===== src/rtl/buffered_join_if.sv =====
// buffered_join_if
//   Bundles the handshake signals of the buffered join: NumInputs valid/bp
//   producer lanes on one side and a single joined valid/bp output channel on
//   the other.
//
//   Handshake: a lane token is transferred on a rising clock edge when its
//   valid is 1 and its bp is 0. The joined token is transferred when
//   dout_valid is 1 and dout_bp is 0. bp = 1 means "not accepting".
//
//   Signals (lane i occupies bits [i*Width +: Width]):
//     din        producer lane data
//     din_valid  per-lane valid
//     din_bp     per-lane backpressure back to the producers
//     dout       joined token, lane i at [i*Width +: Width]
//     dout_valid joined token valid
//     dout_bp    consumer backpressure
//
//   Modports:
//     slave  - the join itself (consumes din, produces dout)
//     master - the environment (drives din and dout_bp)
interface buffered_join_if #(
    parameter int Width     = 8,
    parameter int NumInputs = 4
);
    logic [NumInputs*Width-1:0] din;
    logic [NumInputs-1:0]       din_valid;
    logic [NumInputs-1:0]       din_bp;
    logic [NumInputs*Width-1:0] dout;
    logic                       dout_valid;
    logic                       dout_bp;

    modport slave (
        input  din,
        input  din_valid,
        output din_bp,
        output dout,
        output dout_valid,
        input  dout_bp
    );

    modport master (
        output din,
        output din_valid,
        input  din_bp,
        input  dout,
        input  dout_valid,
        output dout_bp
    );
endinterface


===== src/rtl/buffered_join.sv =====
// buffered_join
//   Synchronises NumInputs independent producer lanes into one consumer.
//   Every lane owns a one-entry holding buffer, so lanes that arrive at
//   different times are parked until the last one shows up. The joined token
//   is the concatenation of one token per lane. The last arriving lane (and
//   any lane not yet held) is bypassed combinationally, so an aligned set of
//   lanes passes through in zero cycles at one token per cycle.
//
//   Ports:
//     clk    clock; all state updates on the rising edge
//     reset  synchronous, active-high; clears all held flags and forces
//            din_bp to all-ones and dout_valid to 0 while asserted
//     bus    buffered_join_if.slave (din/din_valid/din_bp, dout/dout_valid/
//            dout_bp)
//     held   per-lane held flag, exposed for observation
//
//   Build option:
//     BUFFERED_JOIN_REFILL_EN  when defined, a held lane may load a new token
//       in the same cycle its old token is consumed (din_bp[i] =
//       held[i] & ~fire), removing the bubble after each fire at the cost of
//       a combinational path dout_bp -> din_bp. When undefined, din_bp is
//       driven purely from registers.
module buffered_join #(
    parameter int Width     = 8,
    parameter int NumInputs = 4
) (
    input  logic                 clk,
    input  logic                 reset,
    buffered_join_if.slave       bus,
    output logic [NumInputs-1:0] held
);

    logic [NumInputs-1:0]       held_q;
    logic [Width-1:0]           buf_q [NumInputs];

    logic [NumInputs-1:0]       eff_valid;
    logic [NumInputs*Width-1:0] eff_data;
    logic                       join_valid;
    logic                       fire;

    // Each lane is presented either from its holding buffer or straight from
    // the input, whichever currently owns the lane's next token.
    always_comb begin
        eff_valid = held_q | bus.din_valid;
        eff_data  = '0;
        for (int i = 0; i < NumInputs; i++) begin
            eff_data[i*Width +: Width] = held_q[i] ? buf_q[i]
                                                   : bus.din[i*Width +: Width];
        end
    end

    // Reset gates the output combinationally so a partially gathered token
    // can never leak out while reset is asserted.
    assign join_valid     = ~reset & (&eff_valid);
    assign fire           = join_valid & ~bus.dout_bp;

    assign bus.dout       = eff_data;
    assign bus.dout_valid = join_valid;
    assign held           = held_q;

`ifdef BUFFERED_JOIN_REFILL_EN
    // A held lane reopens in the cycle its token leaves.
    assign bus.din_bp = reset ? {NumInputs{1'b1}} : (held_q & ~{NumInputs{fire}});
`else
    // Register-only backpressure: a lane stays closed for the whole cycle in
    // which its held token is consumed, costing one bubble per held lane.
    assign bus.din_bp = reset ? {NumInputs{1'b1}} : held_q;
`endif

    // Buffer contents are don't-care after reset, so only held_q is cleared.
    always_ff @(posedge clk) begin
        if (reset) begin
            held_q <= '0;
        end else begin
            for (int i = 0; i < NumInputs; i++) begin
                if (fire) begin
`ifdef BUFFERED_JOIN_REFILL_EN
                    // Drain and refill together when a held lane has a new
                    // token waiting; unheld lanes were consumed by bypass.
                    if (held_q[i] && bus.din_valid[i]) begin
                        held_q[i] <= 1'b1;
                        buf_q[i]  <= bus.din[i*Width +: Width];
                    end else begin
                        held_q[i] <= 1'b0;
                    end
`else
                    held_q[i] <= 1'b0;
`endif
                end else if (bus.din_valid[i] && !held_q[i]) begin
                    // Park a token that arrived before its partners. This
                    // also covers a complete set stalled by dout_bp, which
                    // keeps dout stable from the next edge on.
                    held_q[i] <= 1'b1;
                    buf_q[i]  <= bus.din[i*Width +: Width];
                end
            end
        end
    end

endmodule

===== src/flat_wrapper.sv =====
// flat-port wrapper written by rule: the top's interface ports become plain ports
module buffered_join_flat 
#(
    parameter int Width     = 8,
    parameter int NumInputs = 4
)
  (clk, reset, held, bus_din, bus_din_valid, bus_din_bp, bus_dout, bus_dout_valid, bus_dout_bp);
  buffered_join_if #(.Width(Width), .NumInputs(NumInputs)) bus_i ();
  input  logic clk;
  input  logic reset;
  output logic [NumInputs-1:0] held;
  input wire logic [$bits(bus_i.din)-1:0] bus_din;
  input wire logic [$bits(bus_i.din_valid)-1:0] bus_din_valid;
  output wire logic [$bits(bus_i.din_bp)-1:0] bus_din_bp;
  output wire logic [$bits(bus_i.dout)-1:0] bus_dout;
  output wire logic [$bits(bus_i.dout_valid)-1:0] bus_dout_valid;
  input wire logic [$bits(bus_i.dout_bp)-1:0] bus_dout_bp;
  assign bus_i.din = bus_din;
  assign bus_i.din_valid = bus_din_valid;
  assign bus_din_bp = bus_i.din_bp;
  assign bus_dout = bus_i.dout;
  assign bus_dout_valid = bus_i.dout_valid;
  assign bus_i.dout_bp = bus_dout_bp;
  buffered_join #(.Width(Width), .NumInputs(NumInputs)) u_core (.clk(clk), .reset(reset), .bus(bus_i), .held(held));
endmodule

===== config.mk =====
export PLATFORM = sky130hd
export DESIGN_NAME = buffered_join_flat
export DESIGN_NICKNAME = d
export VERILOG_FILES = /design/src/rtl/buffered_join_if.sv /design/src/rtl/buffered_join.sv /design/src/flat_wrapper.sv
export SDC_FILE = /design/constraint.sdc
export NUM_CORES = 1
export LEC_CHECK = 0
export CAP_MARGIN = 20
export CORE_AREA = 5 5 61 85
export CTS_CLUSTER_DIAMETER = 30
export DETAILED_ROUTE_END_ITERATION = 16
export DIE_AREA = 0 0 66 90
export GPL_TIMING_DRIVEN = 0
export PLACE_DENSITY_LB_ADDON = 0.2
export SLEW_MARGIN = 10
export SYNTH_ARGS = -nofsm -noshare
export SYNTH_HDL_FRONTEND = slang
export SYNTH_SLANG_ARGS = --single-unit

===== constraint.sdc =====
create_clock -name clk -period 5.3 [get_ports clk]
set_input_delay 0.795 -clock clk [delete_from_list [all_inputs] [get_ports clk]]
set_output_delay 0.795 -clock clk [all_outputs]
set_load 0.05 [all_outputs]

# Word level (Yosys, flattened, before mapping)
# Memories as Yosys holds them, arrays and structs flattened.
# Index checks and enable logic that the tools add are counted.
[word_totals]
n_memories = 1
input_bits = 39
out_inout_bits = 41
elab_cells = 41
regBits = 4
ram_bits = 32
[mem_list]
columns = ["memory", "depth", "word_bits", "rd", "rd_ports_with_merged_regs", "wr", "line", "rtl"]
rows = [
  ["u_core.buf_q", 4, 8, 4, 0, 4, "buffered_join.sv:34", "logic [Width-1:0] buf_q [NumInputs];"],
]
[op_classes]
bitwise = 5
reduce_logical = 10
mux = 21
[op_table]
columns = ["operator", "count"]
rows = [
  ["$mux 8", 4],
  ["$mux 1", 16],
  ["$logic_and 1x1->1", 4],
  ["$logic_not 1->1", 4],
  ["$mux 4", 1],
  ["$or 4x4->4", 1],
  ["$reduce_and 4->1", 1],
  ["$and 1x1->1", 2],
  ["$not 1->1", 2],
  ["$reduce_or 2->1", 1],
]

# Longest topological paths before layout
# Gate-level depths: netlist of run 1.
[logic_depth]
depth_word = 7
ltp_mapped = 4
mapped_depth_nobuf = 3

# Worst setup path after synthesis of run 1
# OpenSTA, ideal clock, no wires.
[synth_path]
path_type = "input -> output"
start = "in reset"
end = "out bus_dout_valid"
path_slack_ns = 2.436
n_path_buf = 0
stages = 2
t_arrival_ns = 2.069
required_time_ns = 4.505
path_cell_list = "o21bai_4 nor3_1"
[synth_between]
elab_chain_len = 2
[synth_rtl]
columns = ["element", "line", "rtl"]
rows = [
  ["from (decl)", "flat_wrapper.sv:10", "input logic reset;"],
  ["$not 1->1", "buffered_join.sv:54", "assign join_valid = ~reset & (&eff_valid);"],
  ["$and 1x1->1", "buffered_join.sv:54", ""],
  ["to (decl)", "flat_wrapper.sv:16", "output wire logic [$bits(bus_i.dout_valid)-1:0] bus_dout_valid;"],
]
# Every way passes these cells.

# Final worst setup path of run 1
# Same ends and word-level chain as after synthesis.

==> results of run 1 <==
[synthesized netlist by cell type (all sizes together)]
cell type and count:
nor3 5, nor3b 4, edfxtp 32, o22ai 1, dfxtp 4, o21bai 1, nor4 1, or2 4
buf 4, nor2 4, mux2 32
[how the worst min path moves through the flow]
| stage | from | endpoint | slack, ns |
|---|---|---|---|
| global placement | u_core.held[3]$_SDFFE_PP0N_ | u_core.held[3]$_SDFFE_PP0N_ | 0.66 |
| finish | u_core.held[0]$_SDFFE_PP0N_ | u_core.held[0]$_SDFFE_PP0N_ | 0.68 |
| detailed placement | u_core.held[3]$_SDFFE_PP0N_ | u_core.held[3]$_SDFFE_PP0N_ | 0.68 |
| CTS | u_core.held[0]$_SDFFE_PP0N_ | u_core.held[0]$_SDFFE_PP0N_ | 0.69 |
| global route | u_core.held[0]$_SDFFE_PP0N_ | u_core.held[0]$_SDFFE_PP0N_ | 0.72 |
| floorplan | reset | u_core.held[0]$_SDFFE_PP0N_ | 0.87 |
[area by class of cell]
cell class,instances,area [µm²],share of cell area
Multi-Input combinational cell,52,504,0.195
Clock buffer,6,72.6,0.0281
Sequential cell,36,1040,0.403
Buffer,4,41.3,0.0160
Tap cell,62,77.6,0.0300
Clock inverter,2,35.0,0.0136
Timing Repair Buffer,83,811,0.314
[power breakdown]
| part | switching [W] | leakage [nW] | internal [W] |
|---|---|---|---|
| logic | 0.000139 | 0.511 | 0.0000981 |
| registers | 0.00000427 | 0.329 | 0.000323 |
| clock network | 0.0000960 | 0.0552 | 0.000140 |
[logic make-up after synthesis]
| group | synth area share |
|---|---|
| DFF | 0.656 |
| buffers and inverters | 0.0260 |
| AOI/OAI and AO/OA | 0.0158 |
| and+or+nand+nor | 0.0749 |
| muxes | 0.227 |
[state kept, by name, summed over array words and instances, names as in the netlist]
register	cells
u_core.buf_q	32
u_core.held	4
[worst min-delay path, cell delays in order (launching register included)]
cell and delay, ns:
dfxtp_1 0.34, buf_6 0.15, nor2_1 0.10, nor3_1 0.05
[through the flow]
step,total power [W],util
after floorplan,0.000480,-
after global placement,0.000567,0.559
after detailed placement,0.000571,0.559
after CTS,0.000810,0.584
after global routing,0.000834,0.588
final,0.000800,0.588
[routing by layer]
layer / global-route usage / share of wire / routed length, µm
met1: 0.145 / 0.37 / 1460
met2: 0.239 / 0.53 / 2070
met3: 0.0636 / 0.088 / 345
met4: 0.0508 / 0.011 / 43
met5: 0 / 0 / 0
==> flow_summary.ini, run 1 <==
[timing]
skew_ns = 0.00434
slew_violations = 0
finalSetupViolations = 0
setup_ws_ns = 1.87
tns_ns = 0
slew_headroom = 0.551
fin_crit_ns = 3.43
worstMarginPinSlew_ns = 0.671
hold_viol = 0
post-route-period-util = 0.646
whs_ns = 0.678
fmax_ghz = 0.292
rsz0062_at_grt = no

[floorplanning]
rows = 29
start_util = 0.361
num_io_pins = 80
die-height_um = 90
core-area_um2 = 4390
die-width_um = 66
dieArea_um2 = 5940

[detailed_routing]
wl_mm = 3.92
drc_errors = 0
vias_per_cell = 4.54
postRouteAntennaNets = 0
dr.first_iter.drc_count = 18
vias = 1113
drt_first_pass_iters = 4
wire_per_inst_um = 16.0

[clock_tree]
cts_setup_buffers = 0
ctsHoldBuffers = 0
cts_tree = done
cts_sinks = 36
clockBufferDepth = 2
h-tree-depth = 2
clkTransAtPathRegs_ns = 0.07
cts_buffers = 5
clkLatencyLatePin_ns = 0.29
cts-root-buf = clkbuf_8
post_cts_resized = 0

[place]
dp_slack_ns = 1.85
placed_cells = 233
dpl.hpwl_mm = 3.17
gp_congestion = 0.709
io_buffers = 79
place_area_um2 = 2450

[yosys]
netlist_area_um2 = 1590
synthCells = 92
synth_seq_cells = 36
synth.avg_cell_area_um2 = 17.2
synth_top_cell_by_area = edfxtp_1
seq_area_frac_synth = 0.656
yosysWarnings = 0
syn_nets = 131
synth_area_leaders = edfxtp_1 (61%), mux2_2 (23%), dfxtp_1 (5.0%), buf_6 (2.1%), nor3b_1 (1.9%)
synth_top_area_frac = 0.606
ys_types = 13

[final_layout]
design_area_um2 = 2580
final_layout_size_suffix_gt1_frac = 0.295
diodes = 0
final_cell_mix = clkdlybuf4s50_1 (79), mux2_2 (32), edfxtp_1 (32), nor3_1 (5), clkbuf_8 (5)
final.fill_count = 372
area_growth_pct = 62.8
nets = 221
final_cell_count_no_fill = 245
layout_commonest_cell = clkdlybuf4s50_1

[worst_setup_path]
path_cells = clkdlybuf4s50_1, o21bai_4, nor3_1, clkdlybuf4s50_1
cp_top_family = buffers and inverters
path_max_fanout = 8
cpMostUsedCell = clkdlybuf4s50_1
crit_arrival_ns = 2.63
r2r_cells = 4
crit_path_end = bus_dout_valid
r2r_slack_ns = 3.31
max_stage_delay_ns = 0.85
path_class = in -> out
worst-path-stages = 4
start_kind = primary input
path_buf_inv = 2
end_kind = output pin
cp.required_ns = 4.51
regToRegStartpoint = u_core.held[0]$_SDFFE_PP0N_
cpMaxStageDelayCell = clkdlybuf4s50_1
crit_start = reset
crit-reg2reg-capture = u_core.buf_q[1][7]$_DFFE_PP_

[global_routing]
grt_start_max_net_pins = 12
grt_pass1_vias = 1257
grt_pass1_wl_mm = 6.35
antenna_found_initial = 0
overflow = 0
track_usage = 0.139

[hold_path]
hold_path_depth = 3
hp-class = reg -> reg

[power]
vdd_drop_max_uv = 193
p_leak_nw = 0.896
power_density_nw_per_um2 = 310

[job]
maxCapViolCount = 0

[run_status]
status = finished, final reports clean
Note: power is estimated with default switching activity, not from simulation.
==> run 2, diff against run 1 <==
--- a/config.mk
+++ b/config.mk
@@ -6,10 +6,10 @@
 export NUM_CORES = 1
 export LEC_CHECK = 0
 export CAP_MARGIN = 20
-export CORE_AREA = 5 5 61 85
+export CORE_AREA = 5 5 63 87
 export CTS_CLUSTER_DIAMETER = 30
 export DETAILED_ROUTE_END_ITERATION = 16
-export DIE_AREA = 0 0 66 90
+export DIE_AREA = 0 0 68 92
 export GPL_TIMING_DRIVEN = 0
 export PLACE_DENSITY_LB_ADDON = 0.2
 export SLEW_MARGIN = 10
==> constraint.sdc (replaced) <==
create_clock -name clk -period 2.78 [get_ports clk]
set_input_delay 0.417 -clock clk [delete_from_list [all_inputs] [get_ports clk]]
set_output_delay 0.417 -clock clk [all_outputs]
set_load 0.05 [all_outputs]
==> flow_summary.ini, run 2 (synthesis gave the netlist of run 1 again) <==
[run_status]
status = finished, final reports clean

[timing]
skew_ns = 0.00570
slew_violations = 0
slew_headroom = 0.276
tns_ns = 0
finalSetupViolations = 0
fin_crit_ns = 2.67
fmax_ghz = 0.375
rsz0062_at_grt = no
worstMarginPinSlew_ns = 1.08
hold_viol = 0
post-route-period-util = 0.960
setup_ws_ns = 0.110

[place]
dpl.hpwl_mm = 3.11
place_area_um2 = 2450
dp_slack_ns = 0.0824
gp_congestion = 0.665
io_buffers = 79

[clock_tree]
cts_setup_buffers = 0
cts_sinks = 36
cts_buffers = 5
post_cts_resized = 0
cts-root-buf = clkbuf_8
cts_tree = done
h-tree-depth = 2
ctsHoldBuffers = 0
clkLatencyLatePin_ns = 0.29
clkTransAtPathRegs_ns = 0.06
clockBufferDepth = 2

[power]
p_seq_frac = 0.432
p_comb_frac = 0.311
power_density_nw_per_um2 = 566
sw_frac_of_total = 0.308
p_clk_frac = 0.258
p_sw_w = 0.000446
p_leak_nw = 0.881
vdd_drop_max_uv = 372
intPower_w = 0.00100

[hold_path]
holdCritStartpoint = u_core.held[0]$_SDFFE_PP0N_
hold_path_depth = 3
hp-class = reg -> reg
min_to = u_core.held[0]$_SDFFE_PP0N_

[worst_setup_path]
crit-reg2reg-capture = u_core.buf_q[3][7]$_DFFE_PP_
path_class = in -> out
start_kind = primary input
regToRegStartpoint = u_core.held[2]$_SDFFE_PP0N_
crit_arrival_ns = 2.25
r2r_cells = 4
r2r_slack_ns = 0.69
path_max_fanout = 8
end_kind = output pin
cp.required_ns = 2.36

[global_routing]
antenna_found_initial = 0
grt_pass1_wl_mm = 5.95
grt_pass1_vias = 1233
grt_start_max_net_pins = 12
track_usage = 0.129
overflow = 0

[detailed_routing]
postRouteAntennaNets = 0
vias_per_cell = 4.58
vias = 1118
wl_mm = 3.90
dr.first_iter.drc_count = 13
drt_first_pass_iters = 2
drc_errors = 0
wire_per_inst_um = 16.0

[final_layout]
final.fill_count = 388
layout_commonest_cell = clkdlybuf4s50_1
nets = 220
final_cell_mix = clkdlybuf4s50_1 (79), mux2_2 (32), edfxtp_1 (32), clkbuf_8 (6), nor3_1 (5)
post-route-util = 0.564
diodes = 0
largest_register = u_core.buf_q
largest_register_ffs = 32
area_growth_pct = 61.4
final_layout_size_suffix_gt1_frac = 0.286
design_area_um2 = 2560

[floorplanning]
dieArea_um2 = 6260
die-width_um = 68
num_io_pins = 80
start_util = 0.350
rows = 29
core-area_um2 = 4540
die-height_um = 92

[job]
maxCapViolCount = 0
run 2: changes by cell type in the layout (fill, tap and decap cells not counted):
cell       change
buf_2          -1
bufinv_16      -1
clkbuf_8       +1
clkinv_1       +1
clkinv_2       -1
run 2: layout make-up:
type | instances | area (µm²) | share of cell area
clock buffer | 7 | 86.3 | 0.0337
buffer | 4 | 41.3 | 0.0161
tap | 62 | 77.6 | 0.0303
sequential | 36 | 1040 | 0.407
timing repair buffer | 82 | 806 | 0.315
multi-input combinational | 52 | 504 | 0.197
clock inverter | 1 | 3.75 | 0.00147
run 2: worst max-delay path, stage by stage:
cell             delay, ns
clkdlybuf4s50_1       0.53
o21bai_4              0.25
nor3_1                0.20
clkdlybuf4s50_1       0.85
run 2: routing by layer:
layer | GRT usage | wire (µm) | vias to the layer above
met5 | 0 | 0 | -
met4 | 0.0547 | 68 | 0
met3 | 0.0685 | 427 | 9
met2 | 0.212 | 2030 | 53
met1 | 0.134 | 1370 | 519
li1 | - | - | 537
run 2: worst max path at each step:
stage	end	startpoint	slack, ns
finish	bus_dout_valid	reset	0.11
global route	bus_dout_valid	reset	0.01
CTS	bus_dout_valid	reset	0.11
global placement	bus_dout_valid	reset	0.11
detailed placement	u_core.buf_q[1][0]$_DFFE_PP_	bus_din_valid[3]	0.08
floorplan	bus_dout_valid	u_core.held[1]$_SDFFE_PP0N_	0.33
run 2: power groups by stage:
stage	Sequential (W)	Combinational, W	Clock (W)
after floorplan	0.000651	0.000263	0
after global placement	0.000636	0.000445	0
after detailed placement	0.000637	0.000450	0
after CTS	0.000625	0.000453	0.000393
after global routing	0.000627	0.000470	0.000415
final	0.000625	0.000450	0.000373
run 2: per-stage QoR:
stage | total power, W | cells | hold slack [ns]
3_5_place_dp | 0.00109 | 233 | 0.671
5_1_grt | 0.00151 | 244 | 0.704
3_3_place_gp | 0.00108 | 233 | 0.650
6_report | 0.00145 | 244 | 0.673
2_1_floorplan | 0.000914 | 92 | 0.496
4_1_cts | 0.00147 | 241 | 0.682
==> RTL edit (config.mk and constraints of run 2) <==
`Width` is set to 8 in 3 places; all go to 6.
--- a/src/rtl/buffered_join_if.sv
+++ b/src/rtl/buffered_join_if.sv
@@ -19,7 +19,7 @@
 //     slave  - the join itself (consumes din, produces dout)
 //     master - the environment (drives din and dout_bp)
 interface buffered_join_if #(
-    parameter int Width     = 8,
+    parameter int Width     = 6,
     parameter int NumInputs = 4
 );
     logic [NumInputs*Width-1:0] din;
--- a/src/rtl/buffered_join.sv
+++ b/src/rtl/buffered_join.sv
@@ -21,7 +21,7 @@
 //       a combinational path dout_bp -> din_bp. When undefined, din_bp is
 //       driven purely from registers.
 module buffered_join #(
-    parameter int Width     = 8,
+    parameter int Width     = 6,
     parameter int NumInputs = 4
 ) (
     input  logic                 clk,
--- a/src/flat_wrapper.sv
+++ b/src/flat_wrapper.sv
@@ -1,7 +1,7 @@
 // flat-port wrapper written by rule: the top's interface ports become plain ports
 module buffered_join_flat 
 #(
-    parameter int Width     = 8,
+    parameter int Width     = 6,
     parameter int NumInputs = 4
 )
   (clk, reset, held, bus_din, bus_din_valid, bus_din_bp, bus_dout, bus_dout_valid, bus_dout_bp);
Interface: changed (resized bus_din and bus_dout); port bits go from 80 to 64. The function was not compared with the original's and may differ.
==> RTL edit against run 2 <==
Power shrank 24%. Count of clock-buffer cells in the layout shrank 3. Sequential power shrank 23%. Cell area shrank 21%. Worst setup slack gained 0.24 ns. Register-to-register slack gained 0.10 ns. Critical path type unchanged. Wire length shrank 24%. Sequential cell count shrank 8. Synthesized area shrank 21%. First-iteration DRC count grew 54%.
==> RTL edit: results (changes against run 2) <==
[route]
routed_wire_length_per_instance_um = 14.4  ; -9.5%
detailroute.via_count = 870  ; -22%
detailedRoute.firstPassIterationCount = 2  ; unchanged
initialDrtViolationCount = 20  ; +7

[synthesis]
synth_top_cells_by_area = edfxtp_1, mux2_2, dfxtp_1
synth.top_cells.by_count = edfxtp_1, mux2_2, nor3_1
synth.yosys.seq_area_share = 0.641  ; -0.0155
yosys_warnings = 0  ; unchanged
synth_fp_nets = 107  ; -18%
synth_cell_types = 14  ; +1
synth-edff-count = 24  ; -25%
asyncSetResetFlopFracSynth = 0  ; unchanged

[cells_and_area]
final_layout_size_suffix_gt1_frac = 0.280  ; -0.00599
antenna-diode-count = 0  ; unchanged
final_nets = 175  ; -20%
largest_register_ffs = 24  ; -25%
biggest_register = u_core.buf_q

[grt]
gr-usage-all-layers = 0.0991  ; -0.0299
grt_pass1_vias = 1004  ; -19%
pin_count_of_the_biggest_net_entering_global_routing = 16  ; +4
grt_first_pass_wirelength_um = 4810  ; -19%
initial_antenna_violation_count = 0  ; unchanged

[cts]
clock_tree.root_cell = clkbuf_8
clock_tree.buffer_depth = 2  ; unchanged
post_cts_buffers = 0  ; unchanged
cts-resized-gates = 0  ; unchanged
htreeDepth = 1  ; -1
clock_latency_ns = 0.27  ; -0.02 ns
path_clk_slew_ns = 0.10  ; +0.04 ns
number_of_cts_inserted_buffers = 3  ; -2

[critical_path]
timing.critical_path.fanout_max = 8  ; unchanged
worstPathArrival_ns = 2.02  ; -0.23 ns
cp_slowest_cell = clkdlybuf4s50_1
critical_path.top_delay_family = buffers and inverters
cp_slowest_stage_delay_ns = 0.81  ; -0.04 ns

[power_and_ir_drop]
max-vdd-ir-drop_uv = 262  ; -29%
p_leak_nw = 0.701  ; -20%

[outcome]
outcome = finished, final reports clean

[placement]
globalplace.congestion = 0.654  ; -1.7%
place_hpwl_um = 2390  ; -23%
portBuffers = 63  ; -20%

[sta]
max-slew-margin-rel = 0.383  ; +0.107
finClkSkew_ns = 0.00159  ; -0.00410 ns

[worst_hold_path]
hold_class = reg -> reg

[RTL edit: cell families (layout without fill, tap and decap cells)]
kind of cell | Yosys count | in the layout | synth area share
buffers and inverters | 4 | 71 | 0.0230
AO/OA/AOI/OAI | 2 | 2 | 0.0250
flip-flops | 28 | 28 | 0.641
AND/OR/NAND/NOR | 18 | 18 | 0.0951
multiplexers | 24 | 24 | 0.216
[RTL edit: power breakdown]
group / switching, W / internal (W) / total (W)
registers: 0.00000584 / 0.000478 / 0.000484
clock network: 0.000127 / 0.000127 / 0.000253
logic: 0.000210 / 0.000147 / 0.000357
[RTL edit: final cells by class]
cell class	instances	area, µm²
Fill cell	444	2520
Sequential cell	28	801
Timing Repair Buffer	63	633
Multi-Input combinational cell	44	420
Tap cell	62	77.6
Clock buffer	4	55.1
Buffer	4	28.8
[RTL edit: worst reg2reg max path, stage by stage, from the launching register on]
cell	delay, ns
dfxtp_1	0.33
buf_6	0.14
o22ai_2	0.26
nor3_1	0.11
nor3b_1	0.78
[RTL edit: worst paths after layout]
path | start | to | slack, ns | depth (start not counted)
setup / recovery | reset | bus_din_bp[3] | 0.35 | 3
setup reg to reg | u_core.held[1] | u_core.buf_q[0][3] | 0.79 | 4
hold / removal | u_core.held[1] | u_core.held[1] | 0.65 | 3
hold reg to reg | u_core.held[1] | u_core.held[1] | 0.65 | 3
[RTL edit: metrics by stage]
stage	instances	utilization	area [µm²]	hold WS (ns)	worst slack (ns)
after floorplan	76	-	1250	0.496	0.299
after global placement	201	0.432	1960	0.641	0.0943
after detailed placement	201	0.432	1960	0.649	0.0894
after CTS	205	0.444	2010	0.664	0.0758
after global routing	205	0.444	2020	0.691	0.269
final	205	0.444	2020	0.653	0.348
[RTL edit: per-layer routing]
layer  vias up  share of wire  GRT usage
met2        33           0.53      0.171
met3         2          0.086     0.0330
met5         -              0          0
li1        423              -          -
met1       412           0.38      0.110
met4         0         0.0064     0.0348
